### src/rtl/ram_access_arbiter.sv
// Shared single-port RAM sequencer: arbitrates the Baby core (port A) and the SPI interface (port B)
// through a fixed IDLE -> ISSUE -> CAPTURE -> DONE access cycle with req/ack handshakes.
module ram_access_arbiter #(
    parameter int unsigned ADDR_W           = 5,
    parameter int unsigned DATA_W           = 32,
    parameter bit          SPI_ONLY_ON_HALT = 1'b1
) (
    input  logic              sys_clock_i,
    input  logic              rst_i,
    input  logic              baby_halt_i,
    input  logic              a_req_i,
    input  logic              a_we_i,
    input  logic [ADDR_W-1:0] a_addr_i,
    input  logic [DATA_W-1:0] a_wdata_i,
    output logic              a_ack_o,
    output logic [DATA_W-1:0] a_rdata_o,
    input  logic              b_req_i,
    input  logic              b_we_i,
    input  logic [ADDR_W-1:0] b_addr_i,
    input  logic [DATA_W-1:0] b_wdata_i,
    output logic              b_ack_o,
    output logic [DATA_W-1:0] b_rdata_o,
    output logic              ram_en_o,
    output logic              ram_we_o,
    output logic [ADDR_W-1:0] ram_addr_o,
    output logic [DATA_W-1:0] ram_wdata_o,
    input  logic [DATA_W-1:0] ram_rdata_i,
    output logic              busy_o,
    output logic              grant_b_o
);

    typedef enum logic [1:0] {
        IDLE,
        ISSUE,
        CAPTURE,
        DONE
    } state_t;

    state_t            state_q;
    logic              we_q;
    logic [ADDR_W-1:0] addr_q;
    logic [DATA_W-1:0] wdata_q;
    logic              grant_b_q;
    logic              a_ack_q;
    logic              b_ack_q;
    logic [DATA_W-1:0] a_rdata_q;
    logic [DATA_W-1:0] b_rdata_q;

    logic a_elig;
    logic b_elig;
    logic pick_b;

    // On a tie the port that did not own the previous access wins.
    always_comb begin
        a_elig = a_req_i;
        b_elig = b_req_i && (baby_halt_i || !SPI_ONLY_ON_HALT);
        pick_b = b_elig && (!a_elig || !grant_b_q);
    end

    always_ff @(posedge sys_clock_i) begin
        if (rst_i) begin
            state_q   <= IDLE;
            we_q      <= 1'b0;
            addr_q    <= '0;
            wdata_q   <= '0;
            grant_b_q <= 1'b0;
            a_ack_q   <= 1'b0;
            b_ack_q   <= 1'b0;
            a_rdata_q <= '0;
            b_rdata_q <= '0;
        end else begin
            a_ack_q <= 1'b0;
            b_ack_q <= 1'b0;
            case (state_q)
                IDLE: begin
                    if (a_elig || b_elig) begin
                        grant_b_q <= pick_b;
                        we_q      <= pick_b ? b_we_i    : a_we_i;
                        addr_q    <= pick_b ? b_addr_i  : a_addr_i;
                        wdata_q   <= pick_b ? b_wdata_i : a_wdata_i;
                        state_q   <= ISSUE;
                    end
                end
                ISSUE: begin
                    state_q <= CAPTURE;
                end
                CAPTURE: begin
                    if (!we_q) begin
                        if (grant_b_q) b_rdata_q <= ram_rdata_i;
                        else           a_rdata_q <= ram_rdata_i;
                    end
                    if (grant_b_q) b_ack_q <= 1'b1;
                    else           a_ack_q <= 1'b1;
                    state_q <= DONE;
                end
                DONE: begin
                    state_q <= IDLE;
                end
                default: begin
                    state_q <= IDLE;
                end
            endcase
        end
    end

    // Strobe decodes straight from the state register; gating with rst_i blocks a commit in a reset cycle.
    assign ram_en_o    = (state_q == ISSUE) && !rst_i;
    assign ram_we_o    = ram_en_o && we_q;
    assign ram_addr_o  = addr_q;
    assign ram_wdata_o = wdata_q;
    assign a_ack_o     = a_ack_q;
    assign b_ack_o     = b_ack_q;
    assign a_rdata_o   = a_rdata_q;
    assign b_rdata_o   = b_rdata_q;
    assign busy_o      = (state_q != IDLE);
    assign grant_b_o   = grant_b_q;

endmodule
### config.mk
export PLATFORM = sky130hd
export DESIGN_NAME = ram_access_arbiter
export DESIGN_NICKNAME = d
export VERILOG_FILES = /design/src/rtl/ram_access_arbiter.sv
export SDC_FILE = /design/constraint.sdc
export NUM_CORES = 1
export LEC_CHECK = 0
export ABC_AREA = 0
export CAP_MARGIN = 10
export CORE_ASPECT_RATIO = 0.8
export CORE_MARGIN = 2
export CORE_UTILIZATION = 36
export CTS_BUF_LIST = sky130_fd_sc_hd__clkbuf_16
export DETAILED_ROUTE_END_ITERATION = 7
export PLACE_DENSITY = 0.86
export RECOVER_POWER = 100
export SLEW_MARGIN = 10
export SYNTH_ARGS = -nofsm -noshare
export SYNTH_HDL_FRONTEND = slang
export SYNTH_SLANG_ARGS = --single-unit
### constraint.sdc
create_clock -name sys_clock_i -period 1.4 [get_ports sys_clock_i]
set_input_delay 0.42 -clock sys_clock_i [delete_from_list [all_inputs] [get_ports sys_clock_i]]
set_output_delay 0.42 -clock sys_clock_i [all_outputs]
set_load 0.05 [all_outputs]
# After elaboration in Yosys (flattened, before gate mapping)
# Index checks and enable logic that the tools add are counted.
[totals] regBits=107 input_bits=113 out_inout_bits=107 wordCells=38
[classes] n_eq_ne=4 n_mux=7 bitwise_logic=3 n_reduce_logical=15
[op_table] op="two-way mux 32 bit" count=1
[op_table] op="case mux 2 bit (4 select lines)" count=1
[op_table] op="AND reduction 3 bit" count=2
[op_table] op="two-way mux 5 bit" count=1
[op_table] op="== test 2 bit, second input constant" count=2
[op_table] op="logical AND 1 bit" count=4
[op_table] op="zero test 1 bit" count=3
[op_table] op="two-way mux 1 bit" count=3
[op_table] op="NOT 1 bit" count=3
[op_table] op="== test 2 x 1 -> 1 bit, second input constant" count=1
[op_table] op="zero test 2 bit" count=1
[op_table] op="logical OR 1 bit" count=2
[op_table] op="two-way mux 2 bit" count=1
[op_table] op="inequality test 2 bit, second input constant" count=1
[op_table] op="AND reduction 2 bit" count=1
[op_table] op="nonzero test 2 bit" count=1
[op_table] op="OR reduction 2 bit" count=1

# Longest topological paths before layout
# Gate-level depths: netlist (run 1).
[depth] word_depth=4 ltp_mapped=8 depth_no_buf=5

# Worst setup path before layout (run 1)
# No wires, ideal clock.
[synth_timing] path_kind="input port to output port" from="input rst_i" to="output ram_we_o" arrival_time_ns=1.855 t_required_ns=0.980 slack_ns=-0.875 cell_stages=3 path_buffers=1 cell_sequence="clkbuf_1 -> nor2b_1 -> and2_1"
[synth_between] elab_chain_len=3
[synth_rtl] item="start: declaration" line_no="9" source="input logic rst_i,"
[synth_rtl] item="zero test 1 bit" line_no="107" source="assign ram_en_o = (state_q == ISSUE) && !rst_i;"
[synth_rtl] item="logical AND 1 bit" line_no="107"
[synth_rtl] item="via ram_en_o" line_no="23" source="output logic ram_en_o,"
[synth_rtl] item="logical AND 1 bit" line_no="108" source="assign ram_we_o = ram_en_o && we_q;"
[synth_rtl] item="end: declaration" line_no="24" source="output logic ram_we_o,"
# The timed path passes the listed nets, and every way through them passes these cells.

# Worst setup path after layout (run 1)
[layout_timing] from="register state_q[0]" to="register b_rdata_q[8], in the netlist b_rdata_o[8]"
[layout_between] elab_chain_len=2
[layout_rtl] item="start: declaration" line_no="39" source="state_t state_q;"
[layout_rtl] item="start signal: assignment" line_no="62" source="state_q <= IDLE;"
[layout_rtl] item="start signal: assignment" line_no="81" source="state_q <= ISSUE;"
[layout_rtl] item="start signal: assignment" line_no="85" source="state_q <= CAPTURE;"
[layout_rtl] item="== test 2 bit" line_no="74" source="case (state_q)"
[layout_rtl] item="AND reduction 3 bit (no source line)"
[layout_rtl] item="end signal: assignment" line_no="89" source="if (grant_b_q) b_rdata_q <= ram_rdata_i;"
[layout_rtl] item="end: declaration" line_no="47" source="logic [DATA_W-1:0] b_rdata_q;"
# Every way passes these cells.
# A chain may end at the register's enable or synchronous reset.

==> flow_summary.yaml, run 1 <==
sta:
  fin_skew_ns: 0.0103
  period_share_pct: 130
  slew_viol_final: 0
  final.min_clock_period_ns: 1.82
  worstMarginPinSlew_ns: 0.621
  rsz0062_at_grt: "yes"
  setup_violations: 105
  fmax_mhz: 548
  fin_ws_ns: -0.424
  finalHoldViolCount: 0
  slew_headroom_pct: 58.6
synth:
  synth_fp_nets: 651
  ys_warn_count: 0
  syn_area_sq_um: 4290
  synth_cell_types: 22
  synth_cells: 535
  yosysSeqAreaShare_pct: 49.9
  syn-mean-instance-area_sq_um: 8.02
  synth_seq_cells: 107
floorplanning:
  initial_utilization_pct: 37.1
  placementRows: 35
  io_pins: 220
  die_h_um: 102
  core-area_sq_um: 11600
  die_w_um: 126
  dieArea_sq_um: 12800
layout:
  drive_gt1_share_pct: 49.4
  fillCellCount: 602
  antennaDiodeCount: 0
  final_nets: 881
  design_area_sq_um: 9680
  mostFrequentLayoutCells: "buf_12 (125), clkdlybuf4s50_1 (108), dfxtp_1 (94), nand2_4 (75), a21oi_2 (60)"
  final_common_cell: "buf_12"
  area_growth_pct: 126
setup_path:
  startpoint: "state_q[0]"
  r2r-start: "state_q[0]"
  crit_type: "reg -> reg"
  crit_arrival_ns: 2.06
  critPathMaxFanout: 8
  worstSetupEndpointType: "flip-flop"
  required_ns: 1.64
  startpoint_type: "flip-flop"
power_and_ir_drop:
  powerDensity_nw_per_um2: 1720
  vdd_drop_max_v: 0.00106
  p_leak_nw: 3.76
clocking:
  cts_sinks: 107
  clockBufferDepth: 2
  clkSlewWorstSetupHoldPaths_ns: 0.08
  htree_levels: 3
  cts_tree: "done"
  clkLatencyLatePin_ns: 0.34
  numCtsBuffers: 9
  cts_root_buffer: "clkbuf_16"
place:
  dp_worst_setup_slack_ns: -0.493
  dpl-instance-area_sq_um: 7840
  gp_congestion: 0.805
  dp_hpwl_mm: 11.3
  port_buffers: 219
grt:
  gr-total-overflow: 0
  first_global_vias: 5274
  grt_use_total_pct: 28.2
  grt_pass1_wl_mm: 28.5
  antenna_found_initial: 0
  grt_start_max_net_pins: 69
run:
  maxCapViolations: 0
detailed_routing:
  antenna_left: 0
  vias: 5296
  drt-pass1-iter-count: 5
  post-route-drc-count: 0
  drtIter0Drc: 295
  viasPerCell: 5.77
  avgRoutedWirePerCell_um: 22.9
  routed_wl_mm: 21.0
worst_hold_path:
  min_from: "a_rdata_o[7]"
  hold_path.class: "reg -> reg"
status:
  status: "finished, violations left"
  violations: "negative setup slack"
flip-flops by register name (all words and copies together) (netlist names):
register / count
we_q: 1
a_ack_o: 1
grant_b_o: 1
b_ack_o: 1
b_rdata_o: 32
ram_addr_o: 5
a_rdata_o: 32
ram_wdata_o: 32
state_q: 2
final cells by class:
class / instances / area, sq um / share of cell area [%]
timing repair buffer: 274 / 4120 / 42.5
multi-input combinational: 370 / 2920 / 30.1
sequential: 107 / 2160 / 22.3
clock buffer: 9 / 225 / 2.33
tap: 148 / 185 / 1.91
clock inverter: 7 / 57.6 / 0.595
inverter: 3 / 20.0 / 0.207
stage by stage:
| stage | total power, W | hold WS, ns | setup TNS, ns | std cells | utilization, % |
|---|---|---|---|---|---|
| after global routing | 0.0172 | 0.514 | -24.10 | 918 | 83.7 |
| after CTS | 0.0157 | 0.496 | -15.90 | 917 | 78.7 |
| after detailed placement | 0.0119 | 0.481 | -19.58 | 873 | 67.8 |
| after global placement | 0.0117 | 0.470 | -14.55 | 873 | 67.8 |
| final | 0.0167 | 0.499 | -18.71 | 918 | 83.7 |
| after floorplan | 0.00810 | 0.461 | -4.81 | 535 | - |
path summary, 6_finish.rpt:
kind                                      to  slack, ns  cells after the start
worst max-delay path            b_rdata_o[8]      -0.42                      9
worst min-delay path            a_rdata_o[7]       0.50                      2
worst max register to register  b_rdata_o[8]      -0.42                      9
worst min register to register  a_rdata_o[7]       0.50                      2
cells by family after synthesis:
kind of cell	share of synthesized area, %
AOI/OAI and AO/OA	25.1
buffers and inverters	6.09
and+or+nand+nor	18.1
DFF	49.9
adders and majority gates	0.875
critical path, stage by stage (launching register included):
cell       delay [ns]
dfxtp_4          0.37
inv_4            0.07
buf_6            0.10
ha_4             0.13
buf_6            0.09
buf_6            0.09
and3b_2          0.32
clkbuf_16        0.25
nand2_2          0.05
a21oi_1          0.25
routing by layer:
layer | up-vias | GRT usage (%) | routed length (um) | part of all wire [%]
met5 | - | 0 | 0 | 0
met4 | 0 | 9.81 | 687 | 3.3
met3 | 57 | 7.13 | 1590 | 7.5
met2 | 292 | 51.4 | 10800 | 51
met1 | 2592 | 32.5 | 7950 | 38
li1 | 2355 | - | - | -
where the power goes:
group          switching, W  internal, W  total [W]
Combinational       0.00510      0.00463    0.00972
Sequential         0.000783      0.00369    0.00448
Clock               0.00123      0.00124    0.00247
synth_stat cells, drive strengths merged:
cell | n | area, sq um
a21o | 1 | 7.51
a21oi | 105 | 526
a311oi | 39 | 342
and2 | 3 | 18.8
and3b | 2 | 17.5
buf | 21 | 123
clkbuf | 34 | 128
dfxtp | 107 | 2140
ha | 3 | 37.5
inv | 3 | 11.3
nand2 | 130 | 488
nand3 | 40 | 200
nand3b | 1 | 7.51
nor2 | 2 | 7.51
nor2b | 1 | 6.26
nor3b | 2 | 20.0
o21ai | 40 | 200
or3b | 1 | 8.76
repair_timing:
action | 4_1_cts | 5_1_grt
hold buffers | 0 | 0
setup buffers | 17 | 6
resized for setup | 151 | 175
pin swaps | 66 | 95
gates cloned | 12 | 3
setup endpoints to repair | 99 | 116
(Power assumes the default switching activity.)
==> inputs of run 2 (changes only) <==
CAP_MARGIN = not set   (was 10)
==> results of run 2 <==
Final layout, timing and power as in run 1 (identical DEF).
==> inputs of run 3 (changes only) <==
CTS_CLUSTER_SIZE = 12   (was not set)
==> results of run 3 <==
Final layout, timing and power as in run 1 (identical DEF).
